**config.mk**
```make
export PLATFORM = sky130hd
export DESIGN_NAME = saph_fpu_cmp
export DESIGN_NICKNAME = d
export VERILOG_FILES = /design/src/rtl/saph_fpu_cmp.sv
export SDC_FILE = /design/constraint.sdc
export NUM_CORES = 1
export LEC_CHECK = 0
export CORE_MARGIN = 10
export CORE_UTILIZATION = 45
export CTS_CLUSTER_SIZE = 25
export DETAILED_ROUTE_END_ITERATION = 10
export GPL_ROUTABILITY_DRIVEN = 0
export GPL_TIMING_DRIVEN = 0
export PLACE_DENSITY = 0.77
export REMOVE_ABC_BUFFERS = 1
export SETUP_SLACK_MARGIN = 0.4
export SLEW_MARGIN = 20
export SYNTH_ARGS = -nofsm -noshare
export SYNTH_HDL_FRONTEND = slang
export SYNTH_SLANG_ARGS = --single-unit
```
**constraint.sdc**
```tcl
create_clock -name clk -period 4.25 [get_ports clk]
set_input_delay 0.425 -clock clk [delete_from_list [all_inputs] [get_ports clk]]
set_output_delay 0.425 -clock clk [all_outputs]
set_load 0.02 [all_outputs]
```
**src/rtl/saph_fpu_cmp.sv**
```systemverilog
// Fixed-latency pipelined FP compare unit: min, max, sign-inject, less-than.
// Results appear exactly `latency` cycles after acceptance; no backpressure.
module saph_fpu_cmp #(
  parameter int latency = 2
) (
  input  logic                               clk,
  input  logic                               rst,
  input  logic                               d_trig,
  output logic                               d_ready,
  input  logic [31:0]                        d_lhs,
  input  logic [31:0]                        d_rhs,
  input  logic [1:0]                         d_mode,
  output logic                               q_trig,
  output logic [31:0]                        q_res,
  output logic [3:0]                         has_modes,
  output logic [$clog2(latency+1)-1:0]       inflight
);

  localparam int IW = $clog2(latency + 1);
  localparam logic [31:0] CANON_NAN = 32'h7fc0_0000;
  localparam logic [31:0] ONE       = 32'h3f80_0000;

  if (latency < 1) begin : g_bad_latency
    $error("saph_fpu_cmp: latency must be >= 1");
  end

  logic        accept;
  logic        lnan, rnan, both_zero, key_lt;
  logic [31:0] lkey, rkey, res_c;

  assign d_ready   = !rst;
  assign accept    = d_trig && d_ready;
  assign has_modes = '1;

  // Map sign-magnitude onto an unsigned total order: negatives flipped below
  // positives, so -0 sorts just under +0.
  always_comb begin
    lnan      = (&d_lhs[30:23]) && (|d_lhs[22:0]);
    rnan      = (&d_rhs[30:23]) && (|d_rhs[22:0]);
    lkey      = d_lhs[31] ? ~d_lhs : {1'b1, d_lhs[30:0]};
    rkey      = d_rhs[31] ? ~d_rhs : {1'b1, d_rhs[30:0]};
    key_lt    = lkey < rkey;
    both_zero = ~|d_lhs[30:0] && ~|d_rhs[30:0];
    res_c     = '0;
    case (d_mode)
      2'd0, 2'd1: begin
        if (lnan && rnan)      res_c = CANON_NAN;
        else if (lnan)         res_c = d_rhs;
        else if (rnan)         res_c = d_lhs;
        else if (key_lt ^ d_mode[0]) res_c = d_lhs;
        else                   res_c = d_rhs;
      end
      2'd2:    res_c = {d_rhs[31], d_lhs[30:0]};
      default: res_c = (!lnan && !rnan && !both_zero && key_lt) ? ONE : 32'h0;
    endcase
  end

  logic [latency:1] vld_pipe;
  logic [31:0]      res_pipe [latency:1];

  always_ff @(posedge clk) begin
    if (rst) begin
      vld_pipe <= '0;
    end else begin
      vld_pipe[1] <= accept;
      for (int i = 2; i <= latency; i++) vld_pipe[i] <= vld_pipe[i-1];
    end
  end

  // Data path needs no reset: the output is gated by the valid bit.
  always_ff @(posedge clk) begin
    res_pipe[1] <= res_c;
    for (int i = 2; i <= latency; i++) res_pipe[i] <= res_pipe[i-1];
  end

  assign q_trig = vld_pipe[latency];
  assign q_res  = res_pipe[latency] & {32{q_trig}};

  always_ff @(posedge clk) begin
    if (rst) begin
      inflight <= '0;
    end else begin
      case ({accept, q_trig})
        2'b10:   inflight <= inflight + IW'(1);
        2'b01:   inflight <= inflight - IW'(1);
        default: inflight <= inflight;
      endcase
    end
  end

endmodule

```
# Word-level counts from Yosys, hierarchy flattened
# Memory sizes are Yosys's and may differ from the RTL's.
# Cells that the tools add are included.
# classes
n_bitwise	4
n_addsub	2
reduce_logical	23
magnitude_cmp	1
n_eq_ne	4
mux	9
# ops
op	count
32-bit two-way mux	6
32-bit inverter	2
32-bit one-hot mux with 2 select lines	1
31-bit OR reduction	2
23-bit OR reduction	2
32-bit AND	1
32-bit less-than comparator	1
30-bit two-way mux	1
8-bit AND reduction	2
1-bit logical AND	8
1-bit logical NOT	6
2-bit by 1-bit == test with 1-bit output (second input constant)	2
2-bit == test (second input constant)	2
2-bit one-hot mux with 2 select lines	1
2-bit by 1-bit adder with 2-bit output (second input constant)	1
2-bit logical NOT	1
2-bit nonzero test	1
2-bit OR reduction	1
2-bit by 1-bit subtractor with 2-bit output (second input constant)	1
1-bit bitwise XOR	1
# word_totals
inputBits	69
ram_bits	64
word_cells	46
n_memories	1
output_inout_bits	40
register_bits	4
# mem_list
memory	depth	width	read_ports	rd_clocked_by_memory_dff	wr	line_no	text
res_pipe	2	32	2	0	2	59	logic [31:0] res_pipe [latency:1];

# Depth between registers and ports, before layout
# Gate-level depths: netlist (run 1).
# depth
depth_word	9
ltp_mapped	13
ltp_nobuf	9

# Least setup slack after synthesis (run 1)
# Ideal clock, no wire load.
# synth_timing
kind	input to register
from	input port d_lhs[31]
to	memory res_pipe[1][23]
setup_ns	0.122
setup_slack_ns	0.719
path_stages	12
arrival_time_ns	3.409
path_buffers	3
required_ns	4.128
cell_sequence	clkbuf_1 -> buf_1 -> xor2_1 -> ha_1 -> and4_1 -> nand3_1 -> or4_4 -> or4_4 -> o221ai_2 -> nor2_1 -> buf_6 -> a221o_1
# synth_lines
element	line_no	text
from (decl)	10	input logic [31:0] d_lhs,
to (decl)	59	

==> impl_metrics.py, run 1 <==
metrics = {
    "synthesis": {
        "yosys-top-cells-area": "dfxtp_1, ha_1, xnor2_1, xor2_1, and2_1",
        "syn_area_mm2": 0.00371,
        "syn_area_per_cell_um2": 9.97,
        "yosysTopAreaCell": "dfxtp_1",
        "synth_enable_flop_cells": 0,
        "synthFlopType": "dfxtp_1",
        "synth_top_area_frac": 0.367,
        "yosys-top-cells-count": "dfxtp_1, and2_1, ha_1, xnor2_1, xor2_1",
        "synth-seq-area-share": 0.367,
        "yosysWarnings": 0,
        "synth_cell_types": 52,
        "synth_most_common_cell": "dfxtp_1",
        "ys_async_sr_fraction": 0,
        "synth-seq-cells": 68,
        "syn_inst": 372,
    },
    "timing": {
        "finalSetupViolations": 0,
        "finalCriticalPeriod_ns": 3.44,
        "slew_headroom": 0.344,
        "hold_slack_ns": 0.326,
        "hold_violations": 0,
        "finClkSkew_ns": 0.0130,
        "rsz0062_at_grt": "no",
        "finalMaxSlewViolations": 0,
        "tightest_slew_ns": 0.983,
        "max_clock_freq_ghz": 0.291,
        "fin_crit_sh": 0.810,
        "tns_ns": 0,
    },
    "floorplanning": {
        "die_area_mm2": 0.0123,
        "die_width_um": 111,
        "num_rows": 33,
        "floorplan.initialDensity": 0.456,
        "die_h_um": 111,
        "core_area_mm2": 0.00813,
        "top_level_ports": 109,
    },
    "detailed_routing": {
        "drtPass1Iterations": 4,
        "ant_nets": 0,
        "wl_per_cell_um": 17.0,
        "routed_wl_um": 9910,
        "drcViolationCount": 0,
        "vias_per_cell": 5.40,
        "drt_iter0_drc": 189,
        "vias": 3144,
    },
    "worst_setup_path": {
        "cp.arrival_ns": 3.67,
        "crit_path_cell_trace": "buf_2, buf_16, xnor2_1, ha_1, and4_1, nand3_1, or4_4, or4_4, o221ai_2, nor2_4, a221o_1",
        "max_stage_delay_ns": 0.54,
        "path_class": "primary input to register",
        "cp_max_fo": 29,
        "endpoint_kind": "register",
        "crit_top_cell": "or4_4",
        "reg2reg_slack_ns": 2.28,
        "crit_slowest_cell": "or4_4",
        "cp-start-kind": "primary input",
        "required_ns": 4.48,
    },
    "clock_network": {
        "htree_levels": 3,
        "max-clock-path-buffers": 2,
        "clk_pin_slew_ns": 0.08,
        "cts-root-buf": "clkbuf_8",
        "clk_latency_ns": 0.36,
        "cts_tree": "yes",
        "cts.sinks": 68,
        "numCtsBuffers": 9,
    },
    "global_routing": {
        "grt.overflow.total": 0,
        "grt_max_degree": 35,
        "grt_pass1_vias": 3245,
        "grt_util_all_layers": 0.155,
        "grt_first_pass_wirelength_um": 15900,
        "antenna_found_initial": 0,
    },
    "outcome": {
        "status": "finished clean",
    },
    "place": {
        "dpl.hpwl_um": 7780,
        "io_buffers": 104,
        "dpl-instance-area_mm2": 0.00484,
        "dp_cells": 564,
    },
    "cells_and_area": {
        "n_antenna_cell": 0,
        "fin_util": 0.619,
        "nNetsFinal": 573,
        "area_growth_pct": 35.8,
        "fillers": 667,
        "drive_gt1_frac": 0.0629,
        "fin_area_mm2": 0.00504,
        "stdcell_count": 582,
    },
    "power_and_ir_drop": {
        "power_density_mw_per_mm2": 347,
        "ir_drop_mv": 0.141,
        "leakage_nw": 2.01,
    },
    "run": {
        "max_cap_violations": 0,
    },
    "hold_path": {
        "hold_path.class": "register to register",
    },
}
==> what timing repair did <==
| item | in CTS | in global routing |
|---|---|---|
| setup endpoints to repair | 0 | 13 |
| setup buffers | 0 | 2 |
| hold buffers | 0 | 0 |
| gates resized for setup | 0 | 0 |
==> metal layers <==
layer | part of all wire | track usage | vias up
met5 | 0 | 0 | -
li1 | - | - | 1544
met2 | 0.50 | 0.270 | 102
met1 | 0.44 | 0.179 | 1481
met3 | 0.048 | 0.0287 | 17
met4 | 0.018 | 0.0703 | 0
==> per-stage QoR <==
step           total power [mW]  setup WS (ns)
3_3_place_gp               1.22          -1.63
6_report                   1.75          0.808
4_1_cts                    1.75          0.477
2_1_floorplan              1.04           1.02
5_1_grt                    1.83          0.623
3_5_place_dp               1.25          0.126
==> critical path: cells and delay by family <==
kind / cells / cell delay (ns)
XOR/XNOR: 1 / 0.09
AND/OR/NAND/NOR: 5 / 1.56
AO/OA/AOI/OAI: 2 / 0.62
adder cells (fa/ha/maj): 1 / 0.29
buffers and inverters: 2 / 0.68
==> layout by cell type (no fill, tap or decap), types with 2 or more instances in the layout <==
master	instances
a211oi_1	2
a21o_1	4
a21oi_1	8
a221o_1	9
a221oi_1	2
a22o_1	22
and2_1	35
and4_1	2
buf_16	2
buf_2	2
buf_4	2
clkbuf_1	2
clkbuf_8	9
clkdlybuf4s50_1	102
clkinv_2	3
conb_1	4
dfxtp_1	68
ha_1	32
inv_1	10
nand2_1	6
nand3_1	4
nand4_1	9
nor2_1	9
nor2b_1	3
nor3_1	2
nor4_1	17
nor4b_1	2
o21a_1	3
o21ai_0	7
o311ai_0	2
or2_2	2
or3_1	2
or4_4	2
xnor2_1	32
xor2_1	32
==> cell families after synthesis <==
| family | synth area share |
|---|---|
| AO/OA/AOI/OAI | 0.166 |
| XOR/XNOR | 0.151 |
| adder cells (fa/ha/maj) | 0.108 |
| buffers and inverters | 0.0425 |
| flip-flops | 0.367 |
| multiplexers | 0.00270 |
| other | 0.00101 |
| AND/OR/NAND/NOR | 0.162 |
==> sequential cells by signal, indices dropped and copies added (netlist names) <==
register and cells:
vld_pipe 2, inflight 2, res_pipe 64
==> final timing paths <==
kind,from,end,cells past startpoint
worst max register to register,vld_pipe[2],inflight[1],3
worst min register to register,res_pipe[1][18],res_pipe[2][18],0
worst max-delay path,d_rhs[31],res_pipe[1][29],11
worst min-delay path,res_pipe[1][18],res_pipe[2][18],0
==> where the power goes <==
group          switching, mW  internal [mW]  total [mW]
logic                  0.236          0.236       0.471
clock network          0.240          0.268       0.508
registers             0.0245          0.743       0.768
==> cell type report <==
class / instances / area (µm²) / share of cell area
Sequential cell: 68 / 1360 / 0.270
Clock inverter: 5 / 52.6 / 0.0104
Clock buffer: 11 / 131 / 0.0261
Multi-Input combinational cell: 274 / 2210 / 0.439
Inverter: 10 / 37.5 / 0.00745
Tap cell: 105 / 131 / 0.0261
Timing Repair Buffer: 109 / 1110 / 0.221
Power figures use the tool's default switching activity.
==> run 2, diff against run 1 <==
Settings changed: CORE_UTILIZATION 45 to 43.
Clock period 4.25 ns to 2.9 ns, I/O delays scaled along.
==> run 2 against run 1 <==
Utilization up 7.1 points. Sequential power grew 47%. Die area rose by 3.8%. Wire length up 25%.
==> impl_metrics.py, run 2 (same netlist as run 1, synthesis figures left out) <==
metrics = {
    "worst_setup_path": {
        "max_stage_delay_ns": 0.52,
        "r2r_start": "vld_pipe[2]",
        "cp.arrival_ns": 3.10,
        "crit_end": "res_pipe[1][17]",
        "crit_path_start": "d_rhs[31]",
        "path_class": "primary input to register",
        "crit_top_cell": "buf_16",
        "cp_max_fo": 7,
        "crit_path_cell_trace": "buf_16, buf_16, buf_6, xnor2_2, ha_1, a21o_1, a211oi_2, a221oi_4, nor4_2, a221o_2, nor2_4, buf_4, a22o_1",
        "endpoint_kind": "register",
        "required_ns": 3.14,
        "cp-start-kind": "primary input",
        "reg2reg_slack_ns": 1.33,
        "crit_slowest_cell": "nor4_2",
        "r2r_cells": 3,
        "regToRegEndpoint": "inflight[1]",
    },
    "cells_and_area": {
        "nNetsFinal": 612,
        "largest_reg_flops": 64,
        "reg_top3": "res_pipe x64, inflight x2, vld_pipe x2",
        "most-common-layout-cells": "dfxtp_1, clkdlybuf4s50_1, and2_1",
        "final_common_cell": "dfxtp_1",
        "drive_gt1_frac": 0.194,
        "area_growth_pct": 54.3,
        "regMostFlops": "res_pipe",
    },
    "clock_network": {
        "clk_latency_ns": 0.36,
        "cts-root-buf": "clkbuf_8",
        "clk_pin_slew_ns": 0.08,
        "htree_levels": 3,
        "cts_tree": "yes",
        "cts.sinks": 68,
        "cts_hold_buf": 0,
        "numCtsBuffers": 9,
        "max-clock-path-buffers": 2,
    },
    "floorplanning": {
        "die_width_um": 113,
        "num_rows": 33,
        "core_area_mm2": 0.00830,
        "die_h_um": 113,
        "top_level_ports": 109,
        "die_area_mm2": 0.0127,
        "floorplan.initialDensity": 0.447,
    },
    "power_and_ir_drop": {
        "power_density_mw_per_mm2": 515,
        "power_mw": 2.95,
        "leakage_nw": 2.42,
        "ir_drop_mv": 0.321,
    },
    "timing": {
        "tightest_slew_ns": 0.679,
        "max_clock_freq_ghz": 0.350,
        "finalCriticalPeriod_ns": 2.86,
        "hold_violations": 0,
        "fin_crit_sh": 0.986,
        "rsz0062_at_grt": "yes",
        "finalSetupViolations": 0,
        "hold_slack_ns": 0.241,
        "finClkSkew_ns": 0.0102,
        "finalMaxSlewViolations": 0,
        "slew_headroom": 0.542,
    },
    "global_routing": {
        "antenna_found_initial": 0,
        "grt_max_degree": 35,
        "grt_first_pass_wirelength_um": 18100,
        "grt.overflow.total": 0,
        "grt_pass1_vias": 3478,
        "grt_util_all_layers": 0.173,
    },
    "hold_path": {
        "hold_path.class": "primary input to register",
    },
    "place": {
        "io_buffers": 104,
        "dpl.hpwl_um": 7990,
    },
    "detailed_routing": {
        "vias_per_cell": 5.56,
        "ant_nets": 0,
        "drt_iter0_drc": 196,
        "drtPass1Iterations": 4,
        "wl_per_cell_um": 19.8,
        "vias": 3460,
        "routed_wl_um": 12300,
        "drcViolationCount": 0,
    },
    "run": {
        "max_cap_violations": 0,
    },
    "outcome": {
        "status": "finished clean",
    },
}
-- run 2: cell count changes in the layout (fill, tap and decap cells not counted), sizes merged --
cell	before	now
clkdlybuf4s50	102	59
buf	7	44
dlygate4sd2	0	26
clkdlybuf4s15	0	10
dlymetal6s2s	0	6
clkinv	3	1
nor2	10	12
bufbuf	0	1
bufinv	1	2
clkinvlp	1	2
diode	0	1
-- run 2: cell type report --
class | count | area [µm²]
clock buffers | 11 | 151
fillers | 577 | 2570
well taps | 105 | 131
repair buffers | 146 | 1540
flip-flops and latches | 68 | 1360
inverters | 10 | 37.5
clock inverters | 5 | 83.8
diodes | 1 | 2.50
multi-input cells | 276 | 2420
-- run 2: per-layer routing --
layer / wire length [µm] / share of wire / global-route usage / vias to the layer above
met5: 0 / 0 / 0 / -
met2: 6230 / 0.51 / 0.310 / 140
met1: 4930 / 0.40 / 0.191 / 1642
met4: 488 / 0.040 / 0.0838 / 0
met3: 686 / 0.056 / 0.0312 / 51
li1: - / - / - / 1627
-- run 2: worst min-delay path by stage --
stage / from / endpoint / slack (ns) / cells past startpoint
6_report: d_lhs[19] / res_pipe[1][19] / 0.24 / 2
4_1_cts: d_lhs[30] / res_pipe[1][30] / 0.27 / 3
3_3_place_gp: res_pipe[1][19] / res_pipe[2][19] / 0.31 / 0
3_5_place_dp: res_pipe[1][15] / res_pipe[2][15] / 0.31 / 0
2_1_floorplan: res_pipe[1][0] / res_pipe[2][0] / 0.31 / 0
5_1_grt: d_lhs[19] / res_pipe[1][19] / 0.26 / 2
-- run 2: critical path, delay by kind of cell --
family,cells,cell delay [ns]
compound gates,5,1.17
simple gates,2,0.61
xor+xnor,1,0.12
buf+inv,4,0.55
fa+ha+maj,1,0.34
-- run 2: where the power goes --
| group | switching, mW | leakage [nW] | internal (mW) | total (mW) |
|---|---|---|---|---|
| Clock | 0.382 | 0.112 | 0.532 | 0.914 |
| Sequential | 0.0373 | 0.570 | 1.09 | 1.13 |
| Combinational | 0.454 | 1.73 | 0.455 | 0.909 |
| Total | 0.874 | 2.42 | 2.08 | 2.95 |
-- run 2: timing repair --
item                       CTS  global route
setup endpoints to repair   64            32
cloned                       5             0
pin swaps                   52            22
buffers inserted            25            11
gates resized for setup     92            32
-- run 2: per-stage QoR --
step	cells	setup slack (ns)	utilization	area (µm²)	TNS (ns)
after floorplan	352	-0.199	-	3600	-4.64
after global placement	561	-2.84	0.575	4770	-86.35
after detailed placement	564	-0.970	0.583	4840	-25.40
after CTS	610	0.149	0.663	5500	0
after global routing	621	-0.00714	0.690	5720	-0.0130
final	622	0.0395	0.690	5730	0
